===== config.mk =====
export PLATFORM = sky130hd
export DESIGN_NAME = vending_ctrl
export DESIGN_NICKNAME = d
export VERILOG_FILES = /design/src/rtl/vend_pkg.sv /design/src/rtl/vend_timer.sv /design/src/rtl/vending_ctrl.sv
export SDC_FILE = /design/constraint.sdc
export NUM_CORES = 1
export LEC_CHECK = 0
export CELL_PAD_IN_SITES_DETAIL_PLACEMENT = 1
export CELL_PAD_IN_SITES_GLOBAL_PLACEMENT = 1
export CORE_AREA = 5 5 68 70
export DETAILED_ROUTE_END_ITERATION = 16
export DIE_AREA = 0 0 73 75
export PLACE_DENSITY_LB_ADDON = 0.1
export REMOVE_ABC_BUFFERS = 1
export SLEW_MARGIN = 15
export SYNTH_ARGS = -nofsm -noshare
export SYNTH_HDL_FRONTEND = slang
export SYNTH_SLANG_ARGS = --single-unit

===== constraint.sdc =====
create_clock -name clk -period 9.15 [get_ports clk]
set_clock_uncertainty 0.2 [all_clocks]
set_input_delay 1.83 -clock clk [delete_from_list [all_inputs] [get_ports clk]]
set_output_delay 1.83 -clock clk [all_outputs]
set_load 0.005 [all_outputs]

===== src/rtl/vend_pkg.sv =====
// Shared encodings for the vending controller.
// Coin/selection codes, FSM state enum and coin values.
package vend_pkg;

  localparam logic [1:0] COIN_NONE = 2'b00;
  localparam logic [1:0] COIN_5    = 2'b01;
  localparam logic [1:0] COIN_10   = 2'b10;
  localparam logic [1:0] COIN_BAD  = 2'b11;

  localparam logic [1:0] SEL_NONE   = 2'b00;
  localparam logic [1:0] SEL_A      = 2'b01;
  localparam logic [1:0] SEL_B      = 2'b10;
  localparam logic [1:0] SEL_CANCEL = 2'b11;

  localparam int VAL_5  = 5;
  localparam int VAL_10 = 10;

  typedef enum logic [1:0] {
    S_IDLE,
    S_VEND,
    S_CHANGE,
    S_FAULT
  } state_e;

endpackage


===== src/rtl/vend_timer.sv =====
// Clearable up-counter with terminal-count flag (dispense watchdog).
// Ports: clk, rst (sync active-low), clr_i, tc_o (count == TC-1).
module vend_timer #(
  parameter int TC = 15
) (
  input  logic clk,
  input  logic rst,
  input  logic clr_i,
  output logic tc_o
);

  localparam int W = $clog2(TC + 1);
  localparam logic [W-1:0] LAST = W'(TC - 1);

  logic [W-1:0] cnt_q;
  logic [W-1:0] cnt_d;

  assign tc_o = (cnt_q == LAST);

  always_comb begin
    cnt_d = cnt_q;
    if (clr_i) cnt_d = '0;
    else if (!tc_o) cnt_d = cnt_q + 1'b1;
  end

  always_ff @(posedge clk) begin
    if (!rst) cnt_q <= '0;
    else cnt_q <= cnt_d;
  end

endmodule


===== src/rtl/vending_ctrl.sv =====
// Vending transaction controller: credit, selection, motor handshake, change.
// Ports: clk, rst(n), coin, sel, motor_done in; motor_req, chg5, coin_rej,
// vend_ok, busy, fault, credit out. Macro VEND_TIMEOUT_EN adds the watchdog.
module vending_ctrl
  import vend_pkg::*;
#(
  parameter int PRICE_A      = 20,
  parameter int PRICE_B      = 25,
  parameter int CREDIT_MAX   = 35,
  parameter int CW           = 6,
  parameter int DISP_TIMEOUT = 15
) (
  input  logic          clk,
  input  logic          rst,
  input  logic [1:0]    coin,
  input  logic [1:0]    sel,
  output logic          motor_req,
  input  logic          motor_done,
  output logic          chg5,
  output logic          coin_rej,
  output logic          vend_ok,
  output logic          busy,
  output logic          fault,
  output logic [CW-1:0] credit
);

  localparam logic [CW-1:0] PA   = CW'(PRICE_A);
  localparam logic [CW-1:0] PB   = CW'(PRICE_B);
  localparam logic [CW:0]   CMAX = (CW+1)'(CREDIT_MAX);
  localparam logic [CW-1:0] C5   = CW'(VAL_5);
  localparam logic [CW-1:0] C10  = CW'(VAL_10);

  state_e        state_q, state_d;
  logic [CW-1:0] credit_q, credit_d;
  logic          motor_req_q, chg5_q, busy_q;
  logic          coin_ok, vend_ok_c;
  logic [CW-1:0] coin_val;
  logic [CW:0]   coin_sum;

`ifdef VEND_TIMEOUT_EN
  logic          tmo_tc;
  logic          fault_q;
  logic          sel_b_q, sel_b_d;

  vend_timer #(
    .TC (DISP_TIMEOUT)
  ) u_timer (
    .clk   (clk),
    .rst   (rst),
    .clr_i (state_q != S_VEND),
    .tc_o  (tmo_tc)
  );
`endif

  always_comb begin
    coin_val = '0;
    unique case (1'b1)
      (coin == COIN_5):  coin_val = C5;
      (coin == COIN_10): coin_val = C10;
      default:           coin_val = '0;
    endcase
  end

  assign coin_sum = {1'b0, credit_q} + {1'b0, coin_val};

  always_comb begin
    state_d   = state_q;
    credit_d  = credit_q;
    coin_ok   = 1'b0;
    vend_ok_c = 1'b0;
`ifdef VEND_TIMEOUT_EN
    sel_b_d   = sel_b_q;
`endif
    unique case (state_q)
      S_IDLE: begin
        // sel has priority; a coin arriving with any sel is bounced
        if (sel == SEL_A && credit_q >= PA) begin
          state_d  = S_VEND;
          credit_d = credit_q - PA;
`ifdef VEND_TIMEOUT_EN
          sel_b_d  = 1'b0;
`endif
        end else if (sel == SEL_B && credit_q >= PB) begin
          state_d  = S_VEND;
          credit_d = credit_q - PB;
`ifdef VEND_TIMEOUT_EN
          sel_b_d  = 1'b1;
`endif
        end else if (sel == SEL_CANCEL && credit_q != '0) begin
          state_d = S_CHANGE;
        end else if (sel == SEL_NONE && coin_val != '0
                     && coin_sum <= CMAX) begin
          coin_ok  = 1'b1;
          credit_d = coin_sum[CW-1:0];
        end
      end
      S_VEND: begin
        if (motor_done) begin
          vend_ok_c = 1'b1;
          state_d   = (credit_q != '0) ? S_CHANGE : S_IDLE;
`ifdef VEND_TIMEOUT_EN
        end else if (tmo_tc) begin
          // restore the price so the owed refund is visible
          state_d  = S_FAULT;
          credit_d = credit_q + (sel_b_q ? PB : PA);
`endif
        end
      end
      S_CHANGE: begin
        if (credit_q <= C5) begin
          credit_d = '0;
          state_d  = S_IDLE;
        end else begin
          credit_d = credit_q - C5;
        end
      end
      S_FAULT: begin
        state_d = S_FAULT;
      end
      default: state_d = S_IDLE;
    endcase
  end

  always_ff @(posedge clk) begin
    if (!rst) begin
      state_q     <= S_IDLE;
      credit_q    <= '0;
      motor_req_q <= 1'b0;
      chg5_q      <= 1'b0;
      busy_q      <= 1'b0;
`ifdef VEND_TIMEOUT_EN
      fault_q     <= 1'b0;
      sel_b_q     <= 1'b0;
`endif
    end else begin
      state_q     <= state_d;
      credit_q    <= credit_d;
      motor_req_q <= (state_d == S_VEND);
      chg5_q      <= (state_d == S_CHANGE);
      busy_q      <= (state_d != S_IDLE);
`ifdef VEND_TIMEOUT_EN
      fault_q     <= (state_d == S_FAULT);
      sel_b_q     <= sel_b_d;
`endif
    end
  end

`ifdef VEND_TIMEOUT_EN
  assign fault = fault_q;
`else
  assign fault = 1'b0;
`endif

  assign motor_req = motor_req_q;
  assign chg5      = chg5_q;
  assign busy      = busy_q;
  assign credit    = credit_q;
  assign coin_rej  = rst && (coin != COIN_NONE) && !coin_ok;
  assign vend_ok   = rst && vend_ok_c;

endmodule


==> insert_results.sql, run 1 <==
INSERT INTO impl_metrics (metric_group, metric, value, unit) VALUES
('outcome', 'run_status', 'completed', ''),
('setup_path', 'cp_data_arrival_time', '5140', 'ps'),
('synthesis', 'syn_avg_cell_area', '7.68', 'µm²'),
('grt', 'first_global_vias', '1425', ''),
('clock_network', 'cts_repair_resize_count', '0', ''),
('finish', 'fin_cells', '235', ''),
('detailed_routing', 'drc_errors', '0', ''),
('setup_path', 'crit_family', 'compound AO/OA/AOI/OAI gates', ''),
('setup_path', 'crit_path_end_kind', 'output port', ''),
('detailed_routing', 'dr.pass1.iters', '4', ''),
('setup_path', 'cells_traversed_along_the_worst_timing_path', 'clkdlybuf4s50_1 > inv_1 > ha_1 > xor2_2 > ha_1 > a21o_1 > a22o_1 > a311oi_1 > a211oi_2 > o21a_1 > a311oi_1 > clkdlybuf4s50_1', ''),
('grt', 'globalRouteTotalUtil', '16.9', '%'),
('detailed_routing', 'vias', '1391', ''),
('grt', 'pin_count_of_the_biggest_net_entering_global_routing', '19', ''),
('clock_network', 'cts_inserted_buffers', '3', ''),
('finish', 'final_common_cell', 'clkdlybuf4s50_1', ''),
('placement', 'finalWeightedCongestion', '0.795', ''),
('detailed_routing', 'antenna_left', '0', ''),
('grt', 'antenna_violations_before_repair', '0', ''),
('detailed_routing', 'wl_per_cell', '18.2', 'µm'),
('clock_network', 'clk_root_buffer_cell', 'clkbuf_8', ''),
('timing', 'final-hold-violation-count', '0', ''),
('clock_network', 'tritoncts', 'built', ''),
('clock_network', 'htree_num_levels', '1', ''),
('die', 'floorplan.die.width', '73', 'µm'),
('detailed_routing', 'm1WireLength', '1910', 'µm'),
('finish', 'area_added_between_synthesis_and_finish', '18.0', '%'),
('power_and_ir_drop', 'peak_ir_drop_on_the_vdd_network', '0.0000771', 'V'),
('setup_path', 'buffers_inverters_on_critical_path', '3', ''),
('power_and_ir_drop', 'power_leakage', '0.624', 'nW'),
('power_and_ir_drop', 'pwr-share-seq', '37.5', '%'),
('synthesis', 'synth_edf_count', '0', ''),
('setup_path', 'crit_path_top_delay_cell', 'clkdlybuf4s50_1', ''),
('synthesis', 'synthCells', '172', ''),
('clock_network', 'clock-sinks', '11', ''),
('grt', 'grt_pass1_wl', '7270', 'µm'),
('setup_path', 'critPathLaunchType', 'input pin', ''),
('die', 'core_area', '3910', 'µm²'),
('die', 'floorplan.initialDensity', '33.8', '%'),
('die', 'core.rowCount', '23', ''),
('grt', 'global_route.overflow_total', '0', ''),
('synthesis', 'synth-warning-count', '0', ''),
('detailed_routing', 'drt-total-wl', '4290', 'µm'),
('synthesis', 'sequential_element_share_of_the_synthesized_area', '16.7', '%'),
('finish', 'multi_input_gate_area', '996', 'µm²'),
('setup_path', 'worst-path-max-fanout', '4', ''),
('run', 'cap_viol_max_count', '0', ''),
('synthesis', 'async_reset_ff_share', '0', '%'),
('timing', 'setup_tns', '0', 'ps'),
('power_and_ir_drop', 'internal_power', '0.0000972', 'W'),
('clock_network', 'worst_skew_pair.late_latency', '240', 'ps'),
('clock_network', 'max_buffers_root_to_sink', '2', ''),
('synthesis', 'ys_dominant_reg_cell', 'dfxtp_1', ''),
('clock_network', 'clk_pin_slew_worst_paths', '50', 'ps'),
('timing', 'timing.slew.headroom', '52.1', '%'),
('power_and_ir_drop', 'comb_power_share', '28.3', '%'),
('detailed_routing', 'drt_iter0_drc', '97', ''),
('timing', 'fmax', '139', 'MHz'),
('setup_path', 'crit_required', '7120', 'ps'),
('timing', 'rsz0062_at_grt', 'no', ''),
('synthesis', 'synthesis.area', '1320', 'µm²'),
('power_and_ir_drop', 'power.switching_fraction', '32.1', '%'),
('clock_network', 'cts_post_setup_buffers_inserted', '0', ''),
('timing', 'slew_viol_final', '0', ''),
('power_and_ir_drop', 'p_clk_share', '34.2', '%'),
('timing', 'min_period', '7170', 'ps'),
('synthesis', 'synth_cell_types', '52', ''),
('power_and_ir_drop', 'switching_power', '0.0000460', 'W'),
('power_and_ir_drop', 'power_per_cell_area', '91.8', 'nW/µm²'),
('finish', 'layout-drive-gt1-share', '8.11', '%'),
('timing', 'period_utilization', '78.4', '%');
## registers in the layout (all words and copies together) (netlist names)
name       flops
chg5           1
credit         6
state_q        2
busy           1
motor_req      1
## tightest hold or removal path, delay by kind of cell (launching register included)
kind	cells	cell delay [ps]
DFF	1	420
and+or+nand+nor	1	100
muxes	1	60
## layout make-up
type,instances,share of cell area [%]
multi-input cells,138,63.9
flip-flops and latches,11,14.1
repair buffers,19,11.9
well taps,50,4.01
inverters,13,3.13
clock buffers,3,2.65
clock inverters,1,0.321
## metal layers
layer / track usage, % / vias up
met4: 4.51 / 0
met2: 29.0 / 38
met5: 0 / -
met1: 21.9 / 683
met3: 2.67 / 6
li1: - / 664
## through the flow
step	total power [W]	hold slack [ps]	worst slack [ps]	instance area [µm²]
after floorplan	0.0000784	357	3300	1260
after global placement	0.0000937	434	2090	1510
after detailed placement	0.0000947	429	1930	1510
after CTS	0.000145	440	1930	1560
after global routing	0.000152	491	1750	1560
final	0.000143	433	1980	1560
## cells in the mapped netlist (all sizes together), types with 2 or more instances
library cell / instances / share of area [%]
a21oi: 13 / 4.9
nand2b: 3 / 1.4
nand3: 5 / 1.9
xnor2: 5 / 3.3
nor3: 3 / 1.1
a21o: 4 / 2.3
o21ai: 13 / 4.9
a31oi: 2 / 0.95
nand2: 11 / 3.1
nor2: 13 / 3.7
a221o: 2 / 1.5
a221oi: 5 / 4.3
inv: 13 / 3.7
clkbuf: 6 / 1.7
xor2: 5 / 3.9
a22o: 2 / 1.3
buf: 4 / 2.6
o2111ai: 2 / 1.3
dfxtp: 11 / 17
a311oi: 2 / 1.3
mux2i: 2 / 1.5
o211a: 2 / 1.5
nand3b: 3 / 1.7
ha: 13 / 12
o22ai: 3 / 1.4
a22oi: 3 / 1.7
## logic make-up (layout without fill, tap and decap cells)
family / count (synthesis) / after routing / synth area share [%]
xor+xnor: 10 / 10 / 7.20
flops: 11 / 11 / 16.7
other cells: 1 / 1 / 0.284
compound gates: 65 / 65 / 35.8
simple gates: 46 / 46 / 17.4
buf+inv: 23 / 36 / 7.95
mux: 3 / 3 / 2.37
fa+ha+maj: 13 / 13 / 12.3
## final timing paths
| kind | to | start | slack [ps] | depth (start not counted) |
|---|---|---|---|---|
| setup / recovery | coin_rej | coin[0] | 1980 | 12 |
| hold / removal | credit[0]$_SDFFE_PN0P_ | credit[0]$_SDFFE_PN0P_ | 430 | 2 |
| setup reg to reg | credit[4]$_SDFFE_PN0P_ | credit[3]$_SDFFE_PN0P_ | 6160 | 9 |
| hold reg to reg | credit[0]$_SDFFE_PN0P_ | credit[0]$_SDFFE_PN0P_ | 430 | 2 |
## power groups by stage
| stage | combinational, W | clock [W] | sequential (W) |
|---|---|---|---|
| 2_1_floorplan | 0.0000249 | 0 | 0.0000534 |
| 3_3_place_gp | 0.0000391 | 0 | 0.0000546 |
| 3_5_place_dp | 0.0000401 | 0 | 0.0000547 |
| 4_1_cts | 0.0000404 | 0.0000509 | 0.0000537 |
| 5_1_grt | 0.0000447 | 0.0000534 | 0.0000540 |
| 6_report | 0.0000405 | 0.0000490 | 0.0000537 |
No activity file was read; power rests on OpenSTA's default activity.
==> run 2, diff against run 1 <==
==> constraint.sdc (replaced) <==
create_clock -name clk -period 6.23 [get_ports clk]
set_clock_uncertainty 0.2 [all_clocks]
set_input_delay 1.246 -clock clk [delete_from_list [all_inputs] [get_ports clk]]
set_output_delay 1.246 -clock clk [all_outputs]
set_load 0.005 [all_outputs]
==> insert_results.sql, run 2 (same netlist as run 1, synthesis figures left out) <==
INSERT INTO impl_metrics (metric_group, metric, value, unit) VALUES
('outcome', 'run_status', 'completed', ''),
('clock_network', 'worst_skew_pair.late_latency', '240', 'ps'),
('timing', 'min_period', '5940', 'ps'),
('placement', 'post-dp-hpwl', '3150', 'µm'),
('finish', 'most_used_cells_in_the_layout_excluding_fill_and_tap_cells', 'clkdlybuf4s50_1, inv_1, nor2_1, a21oi_1, ha_1', ''),
('power_and_ir_drop', 'p_clk_share', '34.1', '%'),
('power_and_ir_drop', 'comb_power_share', '28.0', '%'),
('finish', 'num_antenna_cells', '0', ''),
('detailed_routing', 'wl_per_cell', '17.3', 'µm'),
('power_and_ir_drop', 'pwr-share-seq', '37.9', '%'),
('power_and_ir_drop', 'finalPower', '0.000208', 'W'),
('die', 'floorplan.die.width', '73', 'µm'),
('finish', 'final_common_cell', 'clkdlybuf4s50_1', ''),
('finish', 'final-seq-area', '220', 'µm²'),
('grt', 'pin_count_of_the_biggest_net_entering_global_routing', '19', ''),
('setup_path', 'criticalPathCategory', 'in2out', ''),
('die', 'overall_die_height', '75', 'µm'),
('setup_path', 'cp_data_arrival_time', '4490', 'ps'),
('clock_network', 'clock-sinks', '11', ''),
('finish', 'total_nets_final', '206', ''),
('power_and_ir_drop', 'power.switching_fraction', '31.6', '%'),
('detailed_routing', 'dr.pass1.iters', '4', ''),
('power_and_ir_drop', 'peak_ir_drop_on_the_vdd_network', '0.000141', 'V'),
('die', 'floorplan.initialDensity', '33.8', '%'),
('finish', 'multi_input_gate_area', '996', 'µm²'),
('grt', 'antenna_violations_before_repair', '0', ''),
('clock_network', 'cts_inserted_buffers', '3', ''),
('finish', 'largest_register_ff_count', '6', ''),
('timing', 'rsz0062_at_grt', 'no', ''),
('setup_path', 'critPathLaunchType', 'input pin', ''),
('setup_path', 'worst-path-max-fanout', '4', ''),
('die', 'num_io_pins', '19', ''),
('clock_network', 'cts_hold_repair.buffers', '0', ''),
('finish', 'area_added_between_synthesis_and_finish', '18.0', '%'),
('power_and_ir_drop', 'internal_power', '0.000142', 'W'),
('detailed_routing', 'drc_errors', '0', ''),
('placement', 'place_worst_setup_slack', '259', 'ps'),
('timing', 'final-hold-violation-count', '0', ''),
('worst_hold_path', 'worst_hold_path_type', 'reg2reg', ''),
('power_and_ir_drop', 'power_leakage', '0.624', 'nW'),
('placement', 'finalWeightedCongestion', '0.815', ''),
('timing', 'timing.final.ws_setup', '294', 'ps'),
('timing', 'setup_tns', '0', 'ps'),
('detailed_routing', 'drt-total-wl', '4070', 'µm'),
('clock_network', 'clk_pin_slew_worst_paths', '50', 'ps'),
('timing', 'period_utilization', '95.3', '%'),
('clock_network', 'cts_post_setup_buffers_inserted', '0', ''),
('setup_path', 'crit_required', '4780', 'ps'),
('detailed_routing', 'vias', '1353', ''),
('detailed_routing', 'drt_iter0_drc', '109', ''),
('die', 'dieArea', '5480', 'µm²'),
('detailed_routing', 'antenna_left', '0', ''),
('placement', 'port_bufs', '17', ''),
('timing', 'final-setup-viol-count', '0', ''),
('grt', 'first_global_vias', '1378', ''),
('clock_network', 'tritoncts', 'built', ''),
('power_and_ir_drop', 'switching_power', '0.0000657', 'W'),
('timing', 'slew_viol_final', '0', ''),
('clock_network', 'cts_repair_resize_count', '0', ''),
('timing', 'timing.slew.headroom', '55.1', '%'),
('die', 'core.rowCount', '23', ''),
('grt', 'globalRouteTotalUtil', '15.9', '%'),
('timing', 'worstMarginPinSlew', '672', 'ps'),
('run', 'cap_viol_max_count', '0', ''),
('grt', 'grt_pass1_wl', '6910', 'µm'),
('finish', 'fill_cells', '500', ''),
('timing', 'fmax', '168', 'MHz'),
('clock_network', 'htree_num_levels', '1', ''),
('setup_path', 'crit_path_end_kind', 'output port', ''),
('die', 'core_area', '3910', 'µm²'),
('finish', 'layout-drive-gt1-share', '8.11', '%'),
('grt', 'global_route.overflow_total', '0', ''),
('detailed_routing', 'via_per_inst', '5.76', ''),
('clock_network', 'clk_root_buffer_cell', 'clkbuf_8', ''),
('power_and_ir_drop', 'power_per_cell_area', '134', 'nW/µm²'),
('clock_network', 'max_buffers_root_to_sink', '2', '');
run 2: cell counts in the layout (fill, tap and decap cells not counted):
Identical to the previous run, type by type.
run 2: path summary, 6_finish.rpt:
kind,to,depth (start not counted),startpoint,slack [ps]
setup / recovery,coin_rej,12,coin[0],290
hold / removal,credit[0]$_SDFFE_PN0P_,2,credit[0]$_SDFFE_PN0P_,450
setup reg to reg,credit[4]$_SDFFE_PN0P_,9,credit[3]$_SDFFE_PN0P_,3210
hold reg to reg,credit[0]$_SDFFE_PN0P_,2,credit[0]$_SDFFE_PN0P_,450
run 2: cell type report:
type / count / area share [%]
inverters: 13 / 3.13
multi-input cells: 138 / 63.9
well taps: 50 / 4.01
repair buffers: 19 / 11.9
clock buffers: 3 / 2.65
flip-flops and latches: 11 / 14.1
clock inverters: 1 / 0.321
run 2: stage by stage:
step                      cell area [µm²]  hold WS [ps]  util (%)  instances
final                                1560           446      39.8        235
after global routing                 1560           496      39.8        235
after CTS                            1560           448      39.8        235
after detailed placement             1510           433      38.7        231
after global placement               1510           434      38.7        231
after floorplan                      1260           357         -        162
run 2: power by group through the flow:
stage / Combinational [W] / Sequential, W / Clock, W
floorplan: 0.0000366 / 0.0000785 / 0
global placement: 0.0000575 / 0.0000802 / 0
detailed placement: 0.0000580 / 0.0000802 / 0
CTS: 0.0000584 / 0.0000787 / 0.0000749
global route: 0.0000649 / 0.0000793 / 0.0000806
finish: 0.0000583 / 0.0000788 / 0.0000710
run 2: layer usage:
metal	part of all wire (%)	wire (µm)	global-route usage, %	up-vias
met1	50	2030	22.3	673
met5	0	0	0	-
met3	2.3	95	1.34	2
met2	47	1920	26.4	18
met4	0.71	29	3.69	0
li1	-	-	-	660
run 2: critical path: stages:
cell             delay [ps]
clkdlybuf4s50_1         510
inv_1                   100
ha_1                    270
xor2_2                  180
ha_1                    210
a21o_1                  180
a22o_1                  200
a311oi_1                390
a211oi_2                100
o21a_1                  250
a311oi_1                290
clkdlybuf4s50_1         560
==> run 3, diff against run 2 <==
==> constraint.sdc (replaced) <==
create_clock -name clk -period 6.23 [get_ports clk]
set_clock_uncertainty 0.2 [all_clocks]
set_input_delay 0.9345 -clock clk [delete_from_list [all_inputs] [get_ports clk]]
set_output_delay 0.9345 -clock clk [all_outputs]
set_load 0.005 [all_outputs]
==> insert_results.sql, run 3 (same netlist as run 1, synthesis figures left out) <==
INSERT INTO impl_metrics (metric_group, metric, value, unit) VALUES
('outcome', 'run_status', 'completed', ''),
('clock_network', 'worst_skew_pair.late_latency', '240', 'ps'),
('die', 'core_area', '3910', 'µm²'),
('detailed_routing', 'drt_iter0_drc', '56', ''),
('timing', 'period_utilization', '86.3', '%'),
('clock_network', 'max_buffers_root_to_sink', '2', ''),
('timing', 'final-hold-violation-count', '0', ''),
('setup_path', 'cp_data_arrival_time', '4240', 'ps'),
('setup_path', 'criticalPathCategory', 'in2out', ''),
('detailed_routing', 'wl_per_cell', '18.1', 'µm'),
('finish', 'largest_register_ff_count', '6', ''),
('worst_hold_path', 'hold-path-endpoint', 'credit[0]$_SDFFE_PN0P_', ''),
('timing', 'setup_tns', '0', 'ps'),
('detailed_routing', 'drc_errors', '0', ''),
('finish', 'area_added_between_synthesis_and_finish', '18.0', '%'),
('clock_network', 'clk_pin_slew_worst_paths', '50', 'ps'),
('power_and_ir_drop', 'peak_ir_drop_on_the_vdd_network', '0.000133', 'V'),
('setup_path', 'worst-path-max-fanout', '4', ''),
('finish', 'most_used_cells_in_the_layout_excluding_fill_and_tap_cells', 'clkdlybuf4s50_1, inv_1, nor2_1, a21oi_1, ha_1', ''),
('clock_network', 'cts_inserted_buffers', '3', ''),
('grt', 'pin_count_of_the_biggest_net_entering_global_routing', '19', ''),
('detailed_routing', 'via_per_inst', '5.88', ''),
('finish', 'num_antenna_cells', '0', ''),
('timing', 'final-setup-viol-count', '0', ''),
('setup_path', 'crit_path_end_kind', 'output port', ''),
('placement', 'post-dp-hpwl', '3270', 'µm'),
('setup_path', 'worst-r2r-cell-count', '9', ''),
('timing', 'slew_viol_final', '0', ''),
('setup_path', 'crit_required', '5100', 'ps'),
('power_and_ir_drop', 'finalPower', '0.000208', 'W'),
('grt', 'grt_pass1_wl', '7140', 'µm'),
('timing', 'fmax', '186', 'MHz'),
('clock_network', 'clk_root_buffer_cell', 'clkbuf_8', ''),
('detailed_routing', 'drt-total-wl', '4240', 'µm'),
('placement', 'finalWeightedCongestion', '0.832', ''),
('placement', 'port_bufs', '17', ''),
('timing', 'rsz0062_at_grt', 'no', ''),
('worst_hold_path', 'worst_hold_path.num_cells', '2', ''),
('detailed_routing', 'dr.pass1.iters', '4', ''),
('die', 'floorplan.initialDensity', '33.8', '%'),
('worst_hold_path', 'hold_path.startpoint', 'credit[0]$_SDFFE_PN0P_', ''),
('clock_network', 'cts_hold_repair.buffers', '0', ''),
('clock_network', 'htree_num_levels', '1', ''),
('timing', 'timing.slew.headroom', '52.5', '%'),
('finish', 'final_util', '39.8', '%'),
('power_and_ir_drop', 'power_leakage', '0.624', 'nW'),
('detailed_routing', 'met2WireLength', '2050', 'µm'),
('setup_path', 'r2r-end', 'credit[4]$_SDFFE_PN0P_', ''),
('detailed_routing', 'detailroute.wirelength.met3', '144', 'µm'),
('detailed_routing', 'm1WireLength', '2010', 'µm'),
('clock_network', 'cts_repair_resize_count', '0', ''),
('die', 'floorplan.die.width', '73', 'µm'),
('worst_hold_path', 'worst_hold_path_type', 'reg2reg', ''),
('timing', 'min_period', '5380', 'ps'),
('timing', 'worstMarginPinSlew', '711', 'ps'),
('run', 'cap_viol_max_count', '0', ''),
('setup_path', 'critPathLaunchType', 'input pin', ''),
('die', 'overall_die_height', '75', 'µm'),
('detailed_routing', 'vias', '1381', ''),
('detailed_routing', 'routed.top_layer', 'met4', ''),
('grt', 'antenna_violations_before_repair', '0', ''),
('clock_network', 'cts_post_setup_buffers_inserted', '0', ''),
('grt', 'global_route.overflow_total', '0', ''),
('die', 'num_io_pins', '19', ''),
('finish', 'layout-drive-gt1-share', '8.11', '%'),
('die', 'dieArea', '5480', 'µm²'),
('grt', 'globalRouteTotalUtil', '16.5', '%'),
('timing', 'whs', '444', 'ps'),
('finish', 'final_common_cell', 'clkdlybuf4s50_1', ''),
('setup_path', 'r2r_setup_slack', '3220', 'ps'),
('grt', 'first_global_vias', '1431', ''),
('detailed_routing', 'antenna_left', '0', ''),
('finish', 'total_nets_final', '206', ''),
('power_and_ir_drop', 'power_per_cell_area', '134', 'nW/µm²'),
('setup_path', 'startpoint_of_the_most_critical_register_to_register_path', 'credit[3]$_SDFFE_PN0P_', ''),
('clock_network', 'tritoncts', 'built', ''),
('die', 'core.rowCount', '23', ''),
('clock_network', 'clock-sinks', '11', '');
## run 3: worst max-delay path: stages
cell and delay, ps:
clkdlybuf4s50_1 520, inv_1 100, ha_1 280, xor2_2 180
ha_1 210, a21o_1 190, a22o_1 200, a311oi_1 410
a211oi_2 100, o21a_1 250, a311oi_1 310, clkdlybuf4s50_1 560
## run 3: worst max-delay path by stage
stage / startpoint / endpoint / slack (ps) / cells after the start
2_1_floorplan: coin[0] / coin_rej / 2170 / 10
3_3_place_gp: coin[0] / coin_rej / 960 / 12
3_5_place_dp: coin[0] / coin_rej / 810 / 12
4_1_cts: coin[0] / coin_rej / 800 / 12
5_1_grt: coin[0] / coin_rej / 610 / 12
6_report: coin[0] / coin_rej / 850 / 12
## run 3: where the power goes
group	total, W	switching, W	internal [W]	leakage [nW]
combinational	0.0000587	0.0000327	0.0000260	0.509
clock	0.0000709	0.0000270	0.0000439	0.0255
sequential	0.0000789	0.00000628	0.0000726	0.0889
total	0.000208	0.0000659	0.000143	0.624
## run 3: cell type report
class	count	area (µm²)
fill	487	2350
clock inverter	1	5.00
inverter	13	48.8
tap	50	62.6
timing repair buffer	19	185
sequential	11	220
multi-input combinational	138	996
clock buffer	3	41.3
## run 3: layer usage
layer,up-vias,global-route usage (%)
met5,-,0
met4,0,4.30
met3,5,2.00
met2,29,28.3
met1,686,21.9
li1,661,-
## run 3: per-stage QoR
stage          instance area [µm²]  setup WS, ps  cells
2_1_floorplan                 1260          2170    162
3_3_place_gp                  1510           961    231
3_5_place_dp                  1510           811    231
4_1_cts                       1560           802    235
5_1_grt                       1560           606    235
6_report                      1560           852    235
